## src/rtl/ic_result_uart_tx.sv

```systemverilog
// ic_result_uart_tx
// Snapshots the gate-tester result on an accepted start pulse and sends it to
// the host as a fixed 5-byte 8N1 UART frame:
//   B0 = HEADER
//   B1 = {1'b0, gate_select, 1'b0, pass_vec}
//   B2 = {5'b0, fail_vec}
//   B3 = expected
//   B4 = B1 ^ B2 ^ B3
// Bytes go LSB first, back to back with no idle gap between them. Every output
// comes straight from a flop, so tx stays glitch-free.
module ic_result_uart_tx #(
  parameter int unsigned CLKS_PER_BIT = 434,   // legal range 2..65535
  parameter logic [7:0]  HEADER       = 8'hA5
) (
  input  logic       clk,
  input  logic       reset,        // synchronous, active-high
  input  logic       start,
  input  logic [2:0] gate_select,
  input  logic [2:0] pass_vec,
  input  logic [2:0] fail_vec,
  input  logic [7:0] expected,
  output logic       tx,
  output logic       busy,
  output logic       done
);

  // Last value of the baud counter inside one bit period.
  localparam logic [15:0] BAUD_LAST = 16'(CLKS_PER_BIT - 1);
  // Index of the final byte, the checksum.
  localparam logic [2:0]  LAST_BYTE = 3'd4;

  typedef enum logic [1:0] {
    S_IDLE,
    S_START,
    S_DATA,
    S_STOP
  } state_e;

  state_e      state_q;
  logic        tx_q;
  logic        busy_q;
  logic        done_q;
  logic [15:0] baud_q;      // cycles elapsed in the current bit
  logic [2:0]  bit_cnt_q;   // data bit being sent, 0..7
  logic [2:0]  byte_idx_q;  // byte being sent, 0..4
  logic [7:0]  data_sr_q;   // remaining data bits of the current byte
  logic [31:0] shadow_q;    // {B4, B3, B2, B1}, captured at accept

  logic [7:0]  b1;
  logic [7:0]  b2;
  logic [7:0]  b3;
  logic [31:0] shadow_d;
  logic [7:0]  cur_byte;
  logic        bit_end;

  // Assemble the payload bytes and checksum from the live inputs.
  always_comb begin
    b1       = {1'b0, gate_select, 1'b0, pass_vec};
    b2       = {5'b0, fail_vec};
    b3       = expected;
    shadow_d = {b1 ^ b2 ^ b3, b3, b2, b1};
  end

  // Select the byte addressed by the byte index; B0 is the constant header.
  always_comb begin
    // NOTE: every path assigns cur_byte (default arm included), so no latch is inferred.
    case (byte_idx_q)
      3'd0:    cur_byte = HEADER;
      3'd1:    cur_byte = shadow_q[7:0];
      3'd2:    cur_byte = shadow_q[15:8];
      3'd3:    cur_byte = shadow_q[23:16];
      3'd4:    cur_byte = shadow_q[31:24];
      default: cur_byte = HEADER;
    endcase
  end

  // High on the final cycle of each bit period.
  assign bit_end = (baud_q == BAUD_LAST);

  // Frame sequencer: walks start, data and stop bits and drives the registered outputs.
  always_ff @(posedge clk) begin
    // NOTE: state registers use non-blocking assignments, so every read in
    // this block sees the value from before the edge.
    if (reset) begin
      state_q    <= S_IDLE;
      tx_q       <= 1'b1;
      busy_q     <= 1'b0;
      done_q     <= 1'b0;
      baud_q     <= '0;
      bit_cnt_q  <= '0;
      byte_idx_q <= '0;
      data_sr_q  <= '0;
      // NOTE: shadow_q is left out of reset on purpose. It is pure payload and
      // is always reloaded before it is read.
    end else begin
      done_q <= 1'b0;
      case (state_q)
        S_IDLE: begin
          tx_q   <= 1'b1;
          busy_q <= 1'b0;
          if (start) begin
            shadow_q   <= shadow_d;
            state_q    <= S_START;
            tx_q       <= 1'b0;
            busy_q     <= 1'b1;
            baud_q     <= '0;
            bit_cnt_q  <= '0;
            byte_idx_q <= '0;
          end
        end

        S_START: begin
          if (bit_end) begin
            baud_q    <= '0;
            bit_cnt_q <= '0;
            state_q   <= S_DATA;
            tx_q      <= cur_byte[0];
            data_sr_q <= {1'b0, cur_byte[7:1]};
          end else begin
            baud_q <= baud_q + 16'd1;
          end
        end

        S_DATA: begin
          if (bit_end) begin
            baud_q <= '0;
            if (bit_cnt_q == 3'd7) begin
              state_q <= S_STOP;
              tx_q    <= 1'b1;
            end else begin
              bit_cnt_q <= bit_cnt_q + 3'd1;
              tx_q      <= data_sr_q[0];
              data_sr_q <= {1'b0, data_sr_q[7:1]};
            end
          end else begin
            baud_q <= baud_q + 16'd1;
          end
        end

        S_STOP: begin
          if (bit_end) begin
            baud_q <= '0;
            if (byte_idx_q < LAST_BYTE) begin
              byte_idx_q <= byte_idx_q + 3'd1;
              state_q    <= S_START;
              tx_q       <= 1'b0;
            end else begin
              // Frame complete: busy drops with done, so a start seen during
              // the done cycle is accepted on the next edge.
              byte_idx_q <= '0;
              state_q    <= S_IDLE;
              tx_q       <= 1'b1;
              busy_q     <= 1'b0;
              done_q     <= 1'b1;
            end
          end else begin
            baud_q <= baud_q + 16'd1;
          end
        end

        default: begin
          state_q <= S_IDLE;
          tx_q    <= 1'b1;
          busy_q  <= 1'b0;
        end
      endcase
    end
  end

  assign tx   = tx_q;
  assign busy = busy_q;
  assign done = done_q;

endmodule
```

## config.mk

```make
export PLATFORM = sky130hd
export DESIGN_NAME = ic_result_uart_tx
export DESIGN_NICKNAME = d
export VERILOG_FILES = /design/src/rtl/ic_result_uart_tx.sv
export SDC_FILE = /design/constraint.sdc
export NUM_CORES = 1
export LEC_CHECK = 0
export CAP_MARGIN = 10
export CORE_MARGIN = 2
export CORE_UTILIZATION = 40
export DETAILED_ROUTE_END_ITERATION = 6
export PLACE_DENSITY = 0.59
export SLEW_MARGIN = 5
export SYNTH_ARGS = -nofsm -noshare
export SYNTH_HDL_FRONTEND = slang
export SYNTH_SLANG_ARGS = --single-unit
```

## constraint.sdc

```tcl
create_clock -name clk -period 3.24 [get_ports clk]
set_clock_uncertainty 0.1 [all_clocks]
set_input_delay 0.486 -clock clk [delete_from_list [all_inputs] [get_ports clk]]
set_output_delay 0.486 -clock clk [all_outputs]
set_load 0.03 [all_outputs]
```

Word level (Yosys, flattened, before mapping):

Index checks and enable logic that the tools add are counted.
W data, S select, Z words.

* output and inout port bits: 3
* register bits after elaboration: 60
* input bits: 20
* memories: 0
* logic and storage cells: 81
* bits in read-only memories: 0
* bits in latches: 0
* RAM bits: 0

* multiply operators: 0
* equality and inequality tests: 16
* shift-type cells: 0
* reduce and logical (&&, ||, !) cells: 13
* multiplexer cells: 34
* div/mod/pow operators: 0
* bitwise logic cells: 5
* $lt $le $gt $ge: 1
* $add $sub $neg: 3

Operators by type and width (count)
* $mux W16: 2
* $pmux W16 S2: 1
* $pmux W8 S4: 1
* $mux W8: 3
* $mux W3: 6
* $add A16 B1 Y16 const B: 1
* $eq A16 B9 Y1 const B: 1
* $pmux W8 S2: 1
* $ne A2 B2 Y1 const B: 7
* $reduce_and A3 Y1: 4
* $mux W1: 10
* $mux W2: 5
* $reduce_and A5 Y1: 2
* $pmux W3 S3: 1
* $pmux W2 S4: 1
* $xor A7 B8 Y8: 1
* $xor A7 B3 Y7: 1
* $add A3 B1 Y3 const B: 2
* $eq A3 B2 Y1 const B: 2
* $eq A3 B3 Y1 const B: 2
* $pmux W3 S2: 1
* $reduce_or A3 Y1: 2
* $eq A2 B2 Y1 const B: 2
* $pmux W1 S4: 1
* other kinds (9): 12

Depth between registers and ports, before layout:

Gate-level depths: netlist (run 1).

* depth after elaboration: 4
* gate-level depth with buffers: 7
* mapped depth without buffers: 6

Worst setup path before layout (run 1):

Ideal clock, no wire load.

* kind: input port to flip-flop
* start point: input reset
* end point: register shadow_q[0] (enable)
* slack: 871 ps
* setup time: 403 ps
* arrival: 1866 ps
* cell stages on the path: 3
* data required time: 2737 ps
* buffers on the path: 2
* path through: clkbuf_1 -> clkbuf_1 -> nor2_1

* longest elaborated chain between the ends: 2

Ends and longest elaborated chain
* from (decl): line 16 `input logic reset,`
* $not A1 Y1 (no source line)
* $reduce_and A3 Y1 (no source line)
* to (signal assigned): line 102 `shadow_q <= shadow_d;`
* to (decl): line 47 `logic [31:0] shadow_q;`

Every way passes these cells.
A chain may end at the register's enable or synchronous reset.

Worst setup path after layout (run 1):

* start point: register baud_q[0]
* end point: register state_q[0]

* longest elaborated chain between the ends: 3
* elaborated cells on any way between the ends: 5
* classes of those cells: 4 x eq/ne; 1 x reduce/logical

Ends and longest elaborated chain
* from (decl): line 43 `logic [15:0] baud_q;`
* from (signal assigned): line 120 `baud_q <= baud_q + 16'd1;`
* from (signal assigned): line 136 `baud_q <= baud_q + 16'd1;`
* from (signal assigned): line 157 `baud_q <= baud_q + 16'd1;`
* $eq A16 B9 Y1 (*): line 78 `assign bit_end = (baud_q == BAUD_LAST);`
* $ne A2 B2 Y1 (no source line)
* $reduce_and A5 Y1 (no source line) (*)
* to (signal assigned): line 85 `state_q <= S_IDLE;`
* to (signal assigned): line 103 `state_q <= S_START;`
* to (signal assigned): line 116 `state_q <= S_DATA;`
* to (decl): line 39 `state_e state_q;`

Mark *: on every way between the ends. The rest lies on a longest branch, timed or not.

==> flow_metrics.env, run 1 <==
export IMPL_synth_seq_cells=57
export IMPL_viasPerCell=5.56
export IMPL_cts_clk_slew_worst_paths_ns=0.06
export IMPL_io_pins=23
export IMPL_drv_slew=0
export IMPL_synthSimpleGateAreaFrac_pct=18.2
export IMPL_die_w_um=88.7
export IMPL_cp_max_fo=12
export IMPL_gr_total_overflow=0
export IMPL_ys_types=55
export IMPL_worstHoldPathCells=2
export IMPL_synth_seq_area_share_pct=47.8
export IMPL_cts_inserted_buffers=9
export IMPL_cp_data_arrival_time_ns=2.52
export IMPL_yosys_warnings=0
export IMPL_cts_resized=0
export IMPL_syn_area_um2=2870
export IMPL_rsz0062_at_grt="false"
export IMPL_row_count=30
export IMPL_die_h_um=88.7
export IMPL_cts_buffer_depth=2
export IMPL_grt_pass1_vias=2043
export IMPL_layout_common_cells="dfxtp_1, nand2_1, edfxtp_1"
export IMPL_root_buffer="clkbuf_8"
export IMPL_wl_per_cell_um=15.0
export IMPL_timing_hold_ws_ns=0.364
export IMPL_timing_worst_setup_path_type="reg -> reg"
export IMPL_synth_top_family_by_area="simple AND/OR/NAND/NOR gates"
export IMPL_clk_latency_ns=0.35
export IMPL_hp_class="reg -> reg"
export IMPL_route_detailed_drc=0
export IMPL_synth_edff_count=23
export IMPL_num_vias=2259
export IMPL_async_flop_share_pct=0
export IMPL_routed_wl_um=6100
export IMPL_synth_area_mux_share_pct=1.74
export IMPL_synth_xor_area_share_pct=4.88
export IMPL_cts_sinks=57
export IMPL_drt_iter0_drc=192
export IMPL_synthAdderAreaFrac_pct=5.67
export IMPL_area_growth_pct=19.1
export IMPL_core_area_um2=6870
export IMPL_critical_path_endpoint_type="register"
export IMPL_tns_ns=0
export IMPL_cts_htree_levels=3
export IMPL_postLayoutSetupSlackWorst_ns=0.876
export IMPL_startpoint_type="register"
export IMPL_dp_slack_ns=0.822
export IMPL_n_antenna_cell=0
export IMPL_hpwl_um=4160
export IMPL_final_common_cell="dfxtp_1"
export IMPL_period_share_pct=73.0
export IMPL_gp_congestion=0.813
export IMPL_cts_setup_buffers=0
export IMPL_hold_viol=0
export IMPL_drt_first_pass_iters=4
export IMPL_nets=338
export IMPL_status="finished clean"
export IMPL_initial_core_util_pct=41.8
export IMPL_ant_nets=0
export IMPL_slew_headroom_pct=32.9
export IMPL_grt_max_degree=24
export IMPL_synth_compound_area_share_pct=18.1
export IMPL_worstMarginPinSlew_ns=0.999
export IMPL_irDropWorstVdd_v=0.000299
export IMPL_p_per_area_nw_per_um2=677
export IMPL_final_setup_viol_count=0
export IMPL_ys_flop_type="dfxtp_1"
export IMPL_syn_inst=283
export IMPL_drive_gt1_share_pct=8.06
export IMPL_syn_nets=316
export IMPL_leakagePower_uw=0.00112
export IMPL_required_ns=3.40
export IMPL_drv_cap=0
export IMPL_grtUsageTotal_pct=17.2
export IMPL_antenna_found_initial=0
export IMPL_dieArea_um2=7870
export IMPL_grt_pass1_wl_um=10100
export IMPL_port_buffers=22
export IMPL_reg2regPathDepth=5
export IMPL_max_freq_mhz=423
export IMPL_cts_tree="done"
export IMPL_period_needed_ns=2.36
export IMPL_cts_hold_buf=0
export IMPL_syn_area_per_cell_um2=10.1
==> worst max-delay path: stages, from the launching register on <==
cell      delay [ns]
dfxtp_1         0.39
ha_1            0.18
nor3b_1         0.37
nand4_1         0.52
a221o_1         0.47
a221oi_2        0.26
==> worst paths after layout <==
check	from	end	slack, ns
worst max-delay path	baud_q[0]$_SDFFE_PP0P_	state_q[0]$_SDFFE_PP0P_	0.88
worst min-delay path	bit_cnt_q[1]$_SDFFE_PP0P_	bit_cnt_q[1]$_SDFFE_PP0P_	0.36
worst max register to register	baud_q[0]$_SDFFE_PP0P_	state_q[0]$_SDFFE_PP0P_	0.88
worst min register to register	bit_cnt_q[1]$_SDFFE_PP0P_	bit_cnt_q[1]$_SDFFE_PP0P_	0.36
==> through the flow <==
| stage | area, µm² | cells | total power, µW | util, % |
|---|---|---|---|---|
| 2_1_floorplan | 2870 | 283 | 1330 | - |
| 6_report | 3420 | 406 | 2310 | 49.7 |
| 3_3_place_gp | 3170 | 390 | 1500 | 46.2 |
| 4_1_cts | 3420 | 406 | 2320 | 49.7 |
| 5_1_grt | 3420 | 406 | 2430 | 49.7 |
| 3_5_place_dp | 3170 | 390 | 1510 | 46.2 |
==> cells by family after synthesis <==
logic type	count (synthesis)
fa+ha+maj	13
mux	5
xor+xnor	16
compound gates	75
buf+inv	25
flops	57
simple gates	92
==> routing by layer <==
layer | share of wire, % | vias to the layer above | wire length (µm) | GRT usage (%)
met3 | 4.5 | 13 | 275 | 4.10
met2 | 42 | 52 | 2560 | 23.9
li1 | - | 1127 | - | -
met5 | 0 | - | 0 | 0
met4 | 2.3 | 0 | 142 | 9.37
met1 | 51 | 1067 | 3120 | 24.4
==> power breakdown <==
group / switching (µW) / internal, µW
Combinational: 386 / 236
Clock: 290 / 526
Sequential: 39.5 / 836
Total: 715 / 1600
==> registers in the layout, summed over array words and instances, names as in the netlist <==
register    flops
shadow_q       23
baud_q         16
data_sr_q       7
bit_cnt_q       3
byte_idx_q      3
state_q         2
busy            1
done            1
tx              1
==> cell type report <==
cell class	count	area [µm²]
well taps	96	120
repair buffers	25	243
clock inverters	6	105
multi-input cells	201	1400
fillers	646	3450
inverters	11	41.3
flip-flops and latches	57	1370
clock buffers	10	138
==> synth_stat cells, types with 4 or more instances <==
| cell type | n | area (µm²) |
|---|---|---|
| a21oi_1 | 20 | 100 |
| o2bb2ai_1 | 4 | 35.0 |
| mux2i_1 | 5 | 50.1 |
| inv_1 | 11 | 41.3 |
| a211oi_1 | 6 | 45.0 |
| ha_1 | 13 | 163 |
| and4_1 | 5 | 43.8 |
| or3_1 | 6 | 37.5 |
| buf_2 | 4 | 20.0 |
| a22oi_1 | 6 | 45.0 |
| nand3_1 | 7 | 35.0 |
| nand2_1 | 25 | 93.8 |
| clkbuf_1 | 9 | 33.8 |
| nor2_1 | 12 | 45.0 |
| edfxtp_1 | 23 | 691 |
| xor2_1 | 8 | 70.1 |
| xnor2_1 | 8 | 70.1 |
| nand4_1 | 11 | 68.8 |
| o21ai_0 | 13 | 65.1 |
| dfxtp_1 | 34 | 681 |
| and3_1 | 4 | 25.0 |
No activity file was read; power rests on OpenSTA's default activity.
==> inputs of run 2 (changes only) <==
clock period = 2.3 ns   (was 3.24 ns; I/O delays follow)
==> run 2 against run 1 <==
Die area stayed put. Sequential power grew 42%. Global-route usage up 0.82 points. Worst setup slack got worse by 0.63 ns. Sequential share of layout area shrank 0.19 points. First-iteration DRC count grew 3.1%. Highest routed layer unchanged.
==> flow_metrics.env, run 2 (synthesized netlist as in run 1, its figures left out) <==
export IMPL_startpoint_type="register"
export IMPL_dieArea_um2=7870
export IMPL_worstMarginPinSlew_ns=0.565
export IMPL_cts_htree_levels=3
export IMPL_irDropWorstVdd_v=0.000503
export IMPL_final_cells=414
export IMPL_cts_inserted_buffers=9
export IMPL_io_pins=23
export IMPL_status="finished clean"
export IMPL_design_area_um2=3430
export IMPL_drive_gt1_share_pct=10.4
export IMPL_port_buffers=22
export IMPL_use_met3_pct=6.16
export IMPL_cts_setup_buffers=0
export IMPL_cts_sinks=57
export IMPL_route_detailed_drc=0
export IMPL_die_h_um=88.7
export IMPL_critical_path_endpoint_type="register"
export IMPL_grtUsageTotal_pct=18.0
export IMPL_antenna_found_initial=0
export IMPL_hold_viol=0
export IMPL_place_inst=398
export IMPL_gp_congestion=0.811
export IMPL_top_usage_layer="met2"
export IMPL_period_share_pct=89.2
export IMPL_timing_worst_setup_path_type="reg -> reg"
export IMPL_viasPerCell=5.48
export IMPL_fillers=683
export IMPL_largest_reg_flops=23
export IMPL_hp_class="reg -> reg"
export IMPL_routed_wl_um=6140
export IMPL_grt_pass1_vias=2209
export IMPL_nets=346
export IMPL_die_w_um=88.7
export IMPL_grt_util_met1_pct=24.8
export IMPL_cts_buffer_depth=2
export IMPL_ant_nets=0
export IMPL_cts_clk_slew_worst_paths_ns=0.06
export IMPL_leakagePower_uw=0.00113
export IMPL_grt_pass1_wl_um=10700
export IMPL_drv_cap=0
export IMPL_clk_latency_ns=0.35
export IMPL_reg_top3="shadow_q: 23 flops, baud_q: 16 flops, data_sr_q: 7 flops"
export IMPL_area_growth_pct=19.6
export IMPL_drt_iter0_drc=198
export IMPL_tns_ns=0
export IMPL_slew_headroom_pct=62.3
export IMPL_required_ns=2.48
export IMPL_final_setup_viol_count=0
export IMPL_layout_common_cells="dfxtp_1, nand2_1, edfxtp_1"
export IMPL_cts_resized=0
export IMPL_p_per_area_nw_per_um2=891
export IMPL_grt_max_degree=23
export IMPL_dpl_cell_area_um2=3250
export IMPL_root_buffer="clkbuf_8"
export IMPL_num_vias=2268
export IMPL_wl_per_cell_um=14.8
export IMPL_gr_total_overflow=0
export IMPL_drv_slew=0
export IMPL_drt_first_pass_iters=4
export IMPL_rsz0062_at_grt="false"
export IMPL_cp_data_arrival_time_ns=2.23
export IMPL_initial_core_util_pct=41.8
export IMPL_row_count=30
export IMPL_use_met2_pct=25.8
export IMPL_max_freq_mhz=487
export IMPL_cp_max_fo=6
export IMPL_core_area_um2=6870
export IMPL_regMostFlops="shadow_q"
export IMPL_cts_hold_buf=0
export IMPL_cts_tree="done"
export IMPL_hpwl_um=4330
export IMPL_final_common_cell="dfxtp_1"
export IMPL_period_needed_ns=2.05
export IMPL_n_antenna_cell=0
==> run 2: per-layer routing <==
metal	routed length (µm)	up-vias
li1	-	1130
met4	119	0
met5	0	-
met3	339	14
met1	3020	1065
met2	2670	59
==> run 2: power breakdown <==
group	switching (µW)	internal, µW	leakage, µW
Sequential	58.5	1180	0.000488
Clock	405	492	0.0000897
Combinational	553	375	0.000556
Total	1020	2040	0.00113
==> run 2: per-stage QoR <==
stage | power, µW | setup slack, ns | utilization (%) | hold WS (ns)
6_report | 3060 | 0.247 | 50.0 | 0.369
4_1_cts | 3090 | 0.258 | 50.0 | 0.375
3_3_place_gp | 2170 | 0.213 | 47.2 | 0.347
5_1_grt | 3240 | 0.0969 | 50.0 | 0.383
2_1_floorplan | 1870 | 0.342 | - | 0.338
3_5_place_dp | 2170 | 0.167 | 47.2 | 0.366
==> run 2: critical path: stages, from the launching register on <==
cell and delay, ns:
dfxtp_1 0.41, inv_1 0.11, ha_1 0.26, nand2b_1 0.17
nand4_1 0.25, or4_1 0.53, a21oi_1 0.15
==> run 2: worst paths after layout <==
| path | start | end | slack, ns | cells past startpoint |
|---|---|---|---|---|
| setup / recovery | state_q[1]$_SDFFE_PP0P_ | baud_q[15]$_SDFFE_PP0P_ | 0.25 | 6 |
| hold reg to reg | bit_cnt_q[2]$_SDFFE_PP0P_ | bit_cnt_q[2]$_SDFFE_PP0P_ | 0.37 | 2 |
| hold / removal | bit_cnt_q[2]$_SDFFE_PP0P_ | bit_cnt_q[2]$_SDFFE_PP0P_ | 0.37 | 2 |
| setup reg to reg | state_q[1]$_SDFFE_PP0P_ | baud_q[15]$_SDFFE_PP0P_ | 0.25 | 6 |
==> run 2: area by class of cell <==
| cell class | count | area [µm²] | share of cell area (%) |
|---|---|---|---|
| multi-input combinational | 201 | 1400 | 40.7 |
| sequential | 57 | 1370 | 40.0 |
| clock inverter | 6 | 58.8 | 1.71 |
| clock buffer | 10 | 128 | 3.72 |
| timing repair buffer | 33 | 315 | 9.19 |
| tap | 96 | 120 | 3.50 |
| inverter | 11 | 41.3 | 1.20 |
==> inputs of run 3 (changes only) <==
==> constraint.sdc (replaced) <==
create_clock -name clk -period 2.16 [get_ports clk]
set_clock_uncertainty 0.1 [all_clocks]
set_input_delay 0.432 -clock clk [delete_from_list [all_inputs] [get_ports clk]]
set_output_delay 0.432 -clock clk [all_outputs]
set_load 0.03 [all_outputs]
==> run 3 against run 2 <==
Non-clock buffer count increased by 8. Worst setup slack got worse by 0.13 ns. Largest power group unchanged. Critical path type unchanged. Register-to-register slack got worse by 0.13 ns. Highest routed layer unchanged.
==> flow_metrics.env, run 3 (synthesized netlist as in run 1, its figures left out) <==
export IMPL_clk_latency_ns=0.34
export IMPL_hold_end="bit_cnt_q[2]$_SDFFE_PP0P_"
export IMPL_hold_start="bit_cnt_q[2]$_SDFFE_PP0P_"
export IMPL_die_h_um=88.7
export IMPL_grt_pass1_wl_um=10300
export IMPL_io_pins=23
export IMPL_hold_viol=0
export IMPL_dieArea_um2=7870
export IMPL_tns_ns=0
export IMPL_reg2reg_from="state_q[0]$_SDFFE_PP0P_"
export IMPL_cts_sinks=57
export IMPL_drv_slew=0
export IMPL_grtUsageTotal_pct=17.3
export IMPL_core_area_um2=6870
export IMPL_fin_util_pct=50.9
export IMPL_layout_common_cells="dfxtp_1, nand2_1, edfxtp_1"
export IMPL_cts_tree="done"
export IMPL_worstMarginPinSlew_ns=0.520
export IMPL_max_freq_mhz=489
export IMPL_nets=354
export IMPL_final_common_cell="dfxtp_1"
export IMPL_timing_worst_setup_path_type="reg -> reg"
export IMPL_ff2ff_setup_slack_ns=0.12
export IMPL_cts_setup_buffers=0
export IMPL_p_per_area_nw_per_um2=934
export IMPL_r2r_end="state_q[0]$_SDFFE_PP0P_"
export IMPL_cts_htree_levels=3
export IMPL_regMostFlops="shadow_q"
export IMPL_fillers=653
export IMPL_startpoint_type="register"
export IMPL_final_setup_viol_count=0
export IMPL_cts_inserted_buffers=9
export IMPL_cts_buffer_depth=2
export IMPL_row_count=30
export IMPL_hp_class="reg -> reg"
export IMPL_antenna_found_initial=0
export IMPL_worstHoldPathCells=2
export IMPL_root_buffer="clkbuf_8"
export IMPL_grt_max_degree=23
export IMPL_wl_per_cell_um=14.7
export IMPL_drive_gt1_share_pct=13.2
export IMPL_cts_clk_slew_worst_paths_ns=0.06
export IMPL_initial_core_util_pct=41.8
export IMPL_route_detailed_drc=0
export IMPL_status="finished clean"
export IMPL_rsz0062_at_grt="false"
export IMPL_drt_first_pass_iters=4
export IMPL_routed_wl_um=6210
export IMPL_irDropWorstVdd_v=0.000444
export IMPL_drt_iter0_drc=178
export IMPL_final_cells=422
export IMPL_place_inst=406
export IMPL_period_needed_ns=2.04
export IMPL_largest_reg_flops=23
export IMPL_n_antenna_cell=0
export IMPL_gp_congestion=0.768
export IMPL_gr_total_overflow=0
export IMPL_slew_headroom_pct=65.0
export IMPL_reg_top3="shadow_q: 23 flops, baud_q: 16 flops, data_sr_q: 7 flops"
export IMPL_cp_max_fo=5
export IMPL_drv_cap=0
export IMPL_critical_path_endpoint_type="register"
export IMPL_cp_data_arrival_time_ns=2.20
export IMPL_grt_pass1_vias=2156
export IMPL_ant_nets=0
export IMPL_hpwl_um=4420
export IMPL_num_vias=2296
export IMPL_cts_hold_buf=0
export IMPL_die_w_um=88.7
export IMPL_period_share_pct=94.7
export IMPL_area_growth_pct=21.8
export IMPL_port_buffers=22
export IMPL_leakagePower_uw=0.00118
export IMPL_reg2regPathDepth=5
export IMPL_viasPerCell=5.44
export IMPL_required_ns=2.31
==> run 3: cell type report <==
type	instances	area [µm²]	share of cell area, %
multi-input combinational	201	1400	40.1
sequential	57	1370	39.3
timing repair buffer	41	375	10.7
clock buffer	9	124	3.55
tap	96	120	3.44
clock inverter	7	61.3	1.76
inverter	11	41.3	1.18
==> run 3: per-layer routing <==
metal	GRT usage, %	share of wire (%)	vias up
met5	0	0	-
met2	26.3	45	51
li1	-	-	1145
met3	4.94	4.1	9
met1	23.1	49	1091
met4	7.58	1.6	0
==> run 3: report_power, final <==
group	switching [µW]	internal [µW]
logic	591	421
registers	61.3	1250
clock network	418	519
total	1070	2190
==> run 3: critical path: stages, from the launching register on <==
cell and delay, ns:
dfxtp_1 0.36, inv_1 0.12, ha_1 0.29, or3_1 0.46, a221o_1 0.38, a221oi_2 0.25
==> run 3: worst max-delay path by stage <==
stage / start / to / slack (ns) / cells after the start
final: state_q[0]$_SDFFE_PP0P_ / state_q[0]$_SDFFE_PP0P_ / 0.12 / 5
after global routing: state_q[0]$_SDFFE_PP0P_ / baud_q[10]$_SDFFE_PP0P_ / 0.01 / 6
after CTS: state_q[0]$_SDFFE_PP0P_ / state_q[0]$_SDFFE_PP0P_ / 0.12 / 5
after detailed placement: start / baud_q[5]$_SDFFE_PP0P_ / 0.02 / 5
after global placement: start / baud_q[5]$_SDFFE_PP0P_ / 0.02 / 5
after floorplan: state_q[0]$_SDFFE_PP0P_ / shadow_q[0]$_DFFE_PP_ / 0.20 / 4
==> run 3: stage by stage <==
stage          total power (µW)  setup WS [ns]  area, µm²  hold slack, ns
2_1_floorplan              1990          0.202       2870           0.338
3_3_place_gp               2330         0.0201       3310           0.348
3_5_place_dp               2340         0.0241       3310           0.366
4_1_cts                    3290          0.123       3490           0.378
5_1_grt                    3450         0.0124       3490           0.386
6_report                   3260          0.115       3490           0.375
==> run 3: repair_timing <==
| action | in CTS | in global routing |
|---|---|---|
| resized for setup | 0 | 1 |
| endpoints found under the setup margin | 0 | 1 |
| endpoints found under the hold margin | 0 | 0 |
==> variant 1 (flow settings as in run 3) <==
Encoding of `state_e`: now one-hot (4 bits for 4 states).
--- a/src/rtl/ic_result_uart_tx.sv
+++ b/src/rtl/ic_result_uart_tx.sv
@@ -29,11 +29,11 @@
   // Index of the final byte, the checksum.
   localparam logic [2:0]  LAST_BYTE = 3'd4;
 
-  typedef enum logic [1:0] {
-    S_IDLE,
-    S_START,
-    S_DATA,
-    S_STOP
+  typedef enum logic [3:0] {
+    S_IDLE  = 4'b0001,
+    S_START = 4'b0010,
+    S_DATA  = 4'b0100,
+    S_STOP  = 4'b1000
   } state_e;
 
   state_e      state_q;
Behaviour: same outputs for any inputs over 10 cycles, from zero or initial values and one cycle with reset high; not proved beyond that.
==> variant 1 against run 3 <==
Synthesized area rose by 0.44%; final cell count grew 0.71%; wire length shrank 3.8%; sequential cell count increased by 2; setup slack lost 0.019 ns; clock power up 36%; cell area grew 3.2%; total power is 5.7% lower; utilization rose by 1.6 points; largest power group unchanged; highest routed layer unchanged.
==> variant 1: results (changes against run 3) <==
- Worst Hold Class: register to register
- Area of the multi-input gates: 1390 µm² (-0.89%)
- Crit-path max cell delay: 0.51 ns (+0.05 ns)
- Net Count, Synth: 308 (-2.5%)
- Leakage: 0.00122 µW (+3.7%)
- Multi-In Gates: 202 (+0.50%)
- Cell area after layout: 3600 µm² (+3.2%)
- Largest net degree at the start of global routing: 24 (+4.3%)
- Met2 usage: 0.239 (-0.0231)
- DP HPWL: 4.30 mm (-2.8%)
- Initial antenna violation count: 0 (unchanged)
- GRT Util Overall: 0.171 (-0.00210)
- Nets: 352 (-0.56%)
- Signal buffers share of area: 0.115 (+0.00709)
- Maximum VDD drop: 0.428 mV (-3.6%)
- Fillers: 635 (-2.8%)
- Wirelength per Cell: 14.0 µm (-4.5%)
- Global-route wire length before repair: 10.1 mm (-2.4%)
- Vias in the first global route: 2086 (-3.2%)
- Met3 global-route usage: 0.0560 (+0.00653)
- Mapped Cells: 280 (-1.1%)
- Max FO, Critical Path: 12 (+7)
- Slowest cell on crit path: or3b_1
- Adder-cell share of the synthesized area: 0.0347 (-0.0220)
- Sequential cell area share: 0.392 (-0.000675)
- Post-synthesis sequential area ratio: 0.490 (+0.0118)
- Initial detailed-routing violation count: 114 (-36%)
- Routed vias: 2288 (-0.35%)
- M1 wire length: 2.98 mm (-1.6%)
- Slew Limit Fails: 0 (unchanged)
- Top delay family on crit path: simple AND/OR/NAND/NOR gates
- Synth cell types: 60 (+9.1%)
- Status: finished, final reports clean
- Die outline width: 88.9 µm (+0.21%)
- Xor/xnor share of the synthesized area: 0.0729 (+0.0241)
- Inverters: 6 (-5)
- Clock slew at reported path FFs: 0.08 ns (+0.02 ns)
- Post-synthesis mux area share: 0.00738 (-0.0101)
- Area contributors post-synth: dfxtp_1 25%, edfxtp_1 24%, xnor2_1 4.3%
- Placer Congestion: 0.811 (+5.5%)
- Complex-gate fraction of the synthesized area: 0.145 (-0.0360)
- Yosys reg bits: 59 (+3.5%)
- First drt pass iteration count: 5 (+1)
- Post-Layout Cell Count: 425 (+0.71%)
- ClkCell Share: 0.0691 (+0.0161)
- Plain + repair buffers: 46 (+12%)
- Met3 wire len: 236 µm (-7.1%)
- Place WS: 0.0570 ns (+0.0330 ns)
- Post-placement cell area: 3350 µm² (+1.2%)
- Clk buf depth: 2 (unchanged)
- Layout cell share with drive strength beyond 1: 0.179 (+0.0474)
- Synth top cells by count: 36 x dfxtp_1, 29 x nor2_1, 23 x edfxtp_1, 17 x a21oi_1, 16 x nand2_1
- Met1 Usage GRT: 0.241 (+0.0103)
- # resized after CTS: 0 (unchanged)
- Met2 routed WL: 2.63 mm (-6.8%)
- Placed insts: 409 (+0.74%)
- Rel. slew slack: 0.587 (-0.0631)
variant 1: cell count changes in the layout (fill, tap and decap cells not counted), moves of 6 or more:
cell,delta
nor2_1,+17
nand2_1,-9
o21ai_0,-9
nor4_1,+8
inv_1,-6
nand3_1,+6
nand4_1,-6
o211ai_1,+6
xnor2_1,+6
variant 1: power breakdown:
group | internal, µW | leakage, µW | total [µW] | switching (µW)
Sequential | 1240 | 0.000503 | 1290 | 49.5
Clock | 776 | 0.000124 | 1270 | 489
Combinational | 231 | 0.000596 | 524 | 293
Total | 2250 | 0.00122 | 3080 | 832
variant 1: path summary, 6_finish.rpt:
check / from / to / slack (ns) / cells after the start
setup reg to reg: state_q[1] / baud_q[14] / 0.1 / 5
setup / recovery: state_q[1] / baud_q[14] / 0.1 / 5
hold reg to reg: data_sr_q[5] / data_sr_q[5] / 0.36 / 2
hold / removal: data_sr_q[5] / data_sr_q[5] / 0.36 / 2
==> variant 2 (config.mk and constraints of run 3) <==
Made on the original files. `CLKS_PER_BIT`: 434 -> 325.
--- a/src/rtl/ic_result_uart_tx.sv
+++ b/src/rtl/ic_result_uart_tx.sv
@@ -9,7 +9,7 @@
 // Bytes go LSB first, back to back with no idle gap between them. Every output
 // comes straight from a flop, so tx stays glitch-free.
 module ic_result_uart_tx #(
-  parameter int unsigned CLKS_PER_BIT = 434,   // legal range 2..65535
+  parameter int unsigned CLKS_PER_BIT = 325,   // legal range 2..65535
   parameter logic [7:0]  HEADER       = 8'hA5
 ) (
   input  logic       clk,
Behaviour: same outputs for any inputs over 10 cycles, from zero or initial values and one cycle with reset high; that may be too few to reach the edited logic, so the function may still have changed.
==> variant 2 against run 3 <==
Wire length grew 15%; synthesized area grew 5.5%; critical path type unchanged; total power grew 0.36%; cell area grew 6.4%; sequential cell count is the same; setup slack lost 0.034 ns; count of clock-buffer cells in the layout is the same.
==> variant 2: results (changes against run 3) <==
- H-tree depth: 3 (unchanged)
- Share of synthesized registers carrying an async set or reset: 0 (unchanged)
- Post-placement cell area: 3530 µm² (+6.8%)
- Synth top cells by count: 34 x dfxtp_1, 24 x nand2_1, 23 x edfxtp_1, 15 x a21oi_1, 15 x clkbuf_1
- Net Count, Synth: 341 (+7.9%)
- Routed vias: 2606 (+14%)
- Post-synthesis mux area share: 0.00331 (-0.0141)
- Placer Congestion: 0.824 (+7.3%)
- Max FO, Critical Path: 3 (-2)
- Largest net degree at the start of global routing: 24 (+4.3%)
- Area contributors post-synth: edfxtp_1 23%, dfxtp_1 22%, ha_1 5.4%
- Nets: 385 (+8.8%)
- Worst Hold Class: register to register
- GRT Util Overall: 0.177 (+0.00419)
- Antenna Cells: 0 (unchanged)
- Global-route wire length before repair: 11.8 mm (+14%)
- Seq pwr share: 0.393 (-0.010)
- Critical Path AT: 2.21 ns
- Complex-gate fraction of the synthesized area: 0.208 (+0.0265)
- Clock share of power: 0.278 (-0.009)
- Initial detailed-routing violation count: 105 (-41%)
- Warnings from Yosys: 0 (unchanged)
- Biggest regs: shadow_q: 23 flops, baud_q: 16 flops, data_sr_q: 7 flops
- Synth cell types: 56 (+1.8%)
- Vias in the first global route: 2472 (+15%)
- Rel. slew slack: 0.627 (-0.0229)
- Fillers: 705 (+8.0%)
- DP HPWL: 5.11 mm (+16%)
- Leakage: 0.00125 µW (+6.1%)
- Post-synthesis sequential area ratio: 0.453 (-0.0249)
- Maximum VDD drop: 0.361 mV (-19%)
- Clk buf depth: 2 (unchanged)
- Register area: 1370 µm² (+0.18%)
- Adder-cell share of the synthesized area: 0.0537 (-0.00295)
- Wirelength per Cell: 15.6 µm (+6.2%)
- Status: finished, final reports clean
- Layout cell share with drive strength beyond 1: 0.168 (+0.0362)
- Pwr Total: 3280 µW (+0.36%)
- Xor/xnor share of the synthesized area: 0.0318 (-0.0170)
- Root buf cell: clkbuf_8
- Int Pwr: 2100 µW (-4.2%)
-- variant 2: cell types whose count changed after synthesis, moves of 5 or more --
cell             run 3  this run
nor3_1               1         8
a21oi_1             20        15
o21ai_0             13         7
nor4_1               1         6
a311oi_1             0         6
clkbuf_1             9        15
-- variant 2: area by class of cell --
cell class / count / area share
Sequential cell: 57 / 0.369
Timing Repair Buffer: 55 / 0.129
Inverter: 11 / 0.0111
Multi-Input combinational cell: 218 / 0.409
Clock buffer: 9 / 0.0333
Clock inverter: 7 / 0.0148
Tap cell: 99 / 0.0333
-- variant 2: routing by layer --
layer	vias to the layer above	GRT usage	part of all wire
met2	65	0.293	0.49
met5	-	0	0
li1	1285	-	-
met3	4	0.0548	0.044
met1	1252	0.224	0.46
met4	0	0.0518	0.0083
-- variant 2: what timing repair did --
item | CTS | global route
setup buffers | 0 | 0
setup endpoints to repair | 0 | 9
hold buffers | 0 | 0
hold endpoints to repair | 0 | 0
gates resized for setup | 0 | 2
-- variant 2: final timing paths --
check                 from      endpoint  slack, ns  cells past startpoint
min           data_sr_q[3]  data_sr_q[2]       0.38                      2
max          byte_idx_q[1]            tx       0.08                      6
min reg2reg   data_sr_q[3]  data_sr_q[2]       0.38                      2
max reg2reg  byte_idx_q[1]            tx       0.08                      6
-- variant 2: worst max-delay path, cell delays in order (launching register included) --
cell and delay [ns]:
dfxtp_1 0.36, inv_1 0.09, ha_1 0.22, a22o_1 0.18
a2111oi_0 0.48, o211ai_1 0.18, a311o_1 0.36
-- variant 2: stage by stage --
step                      TNS [ns]  instances  setup slack [ns]
final                            0        456            0.0812
after global routing             0        456           0.00779
after CTS                        0        456             0.100
after detailed placement    -0.150        440           -0.0787
after global placement      -0.120        440           -0.0700
after floorplan                  0        308            0.0284
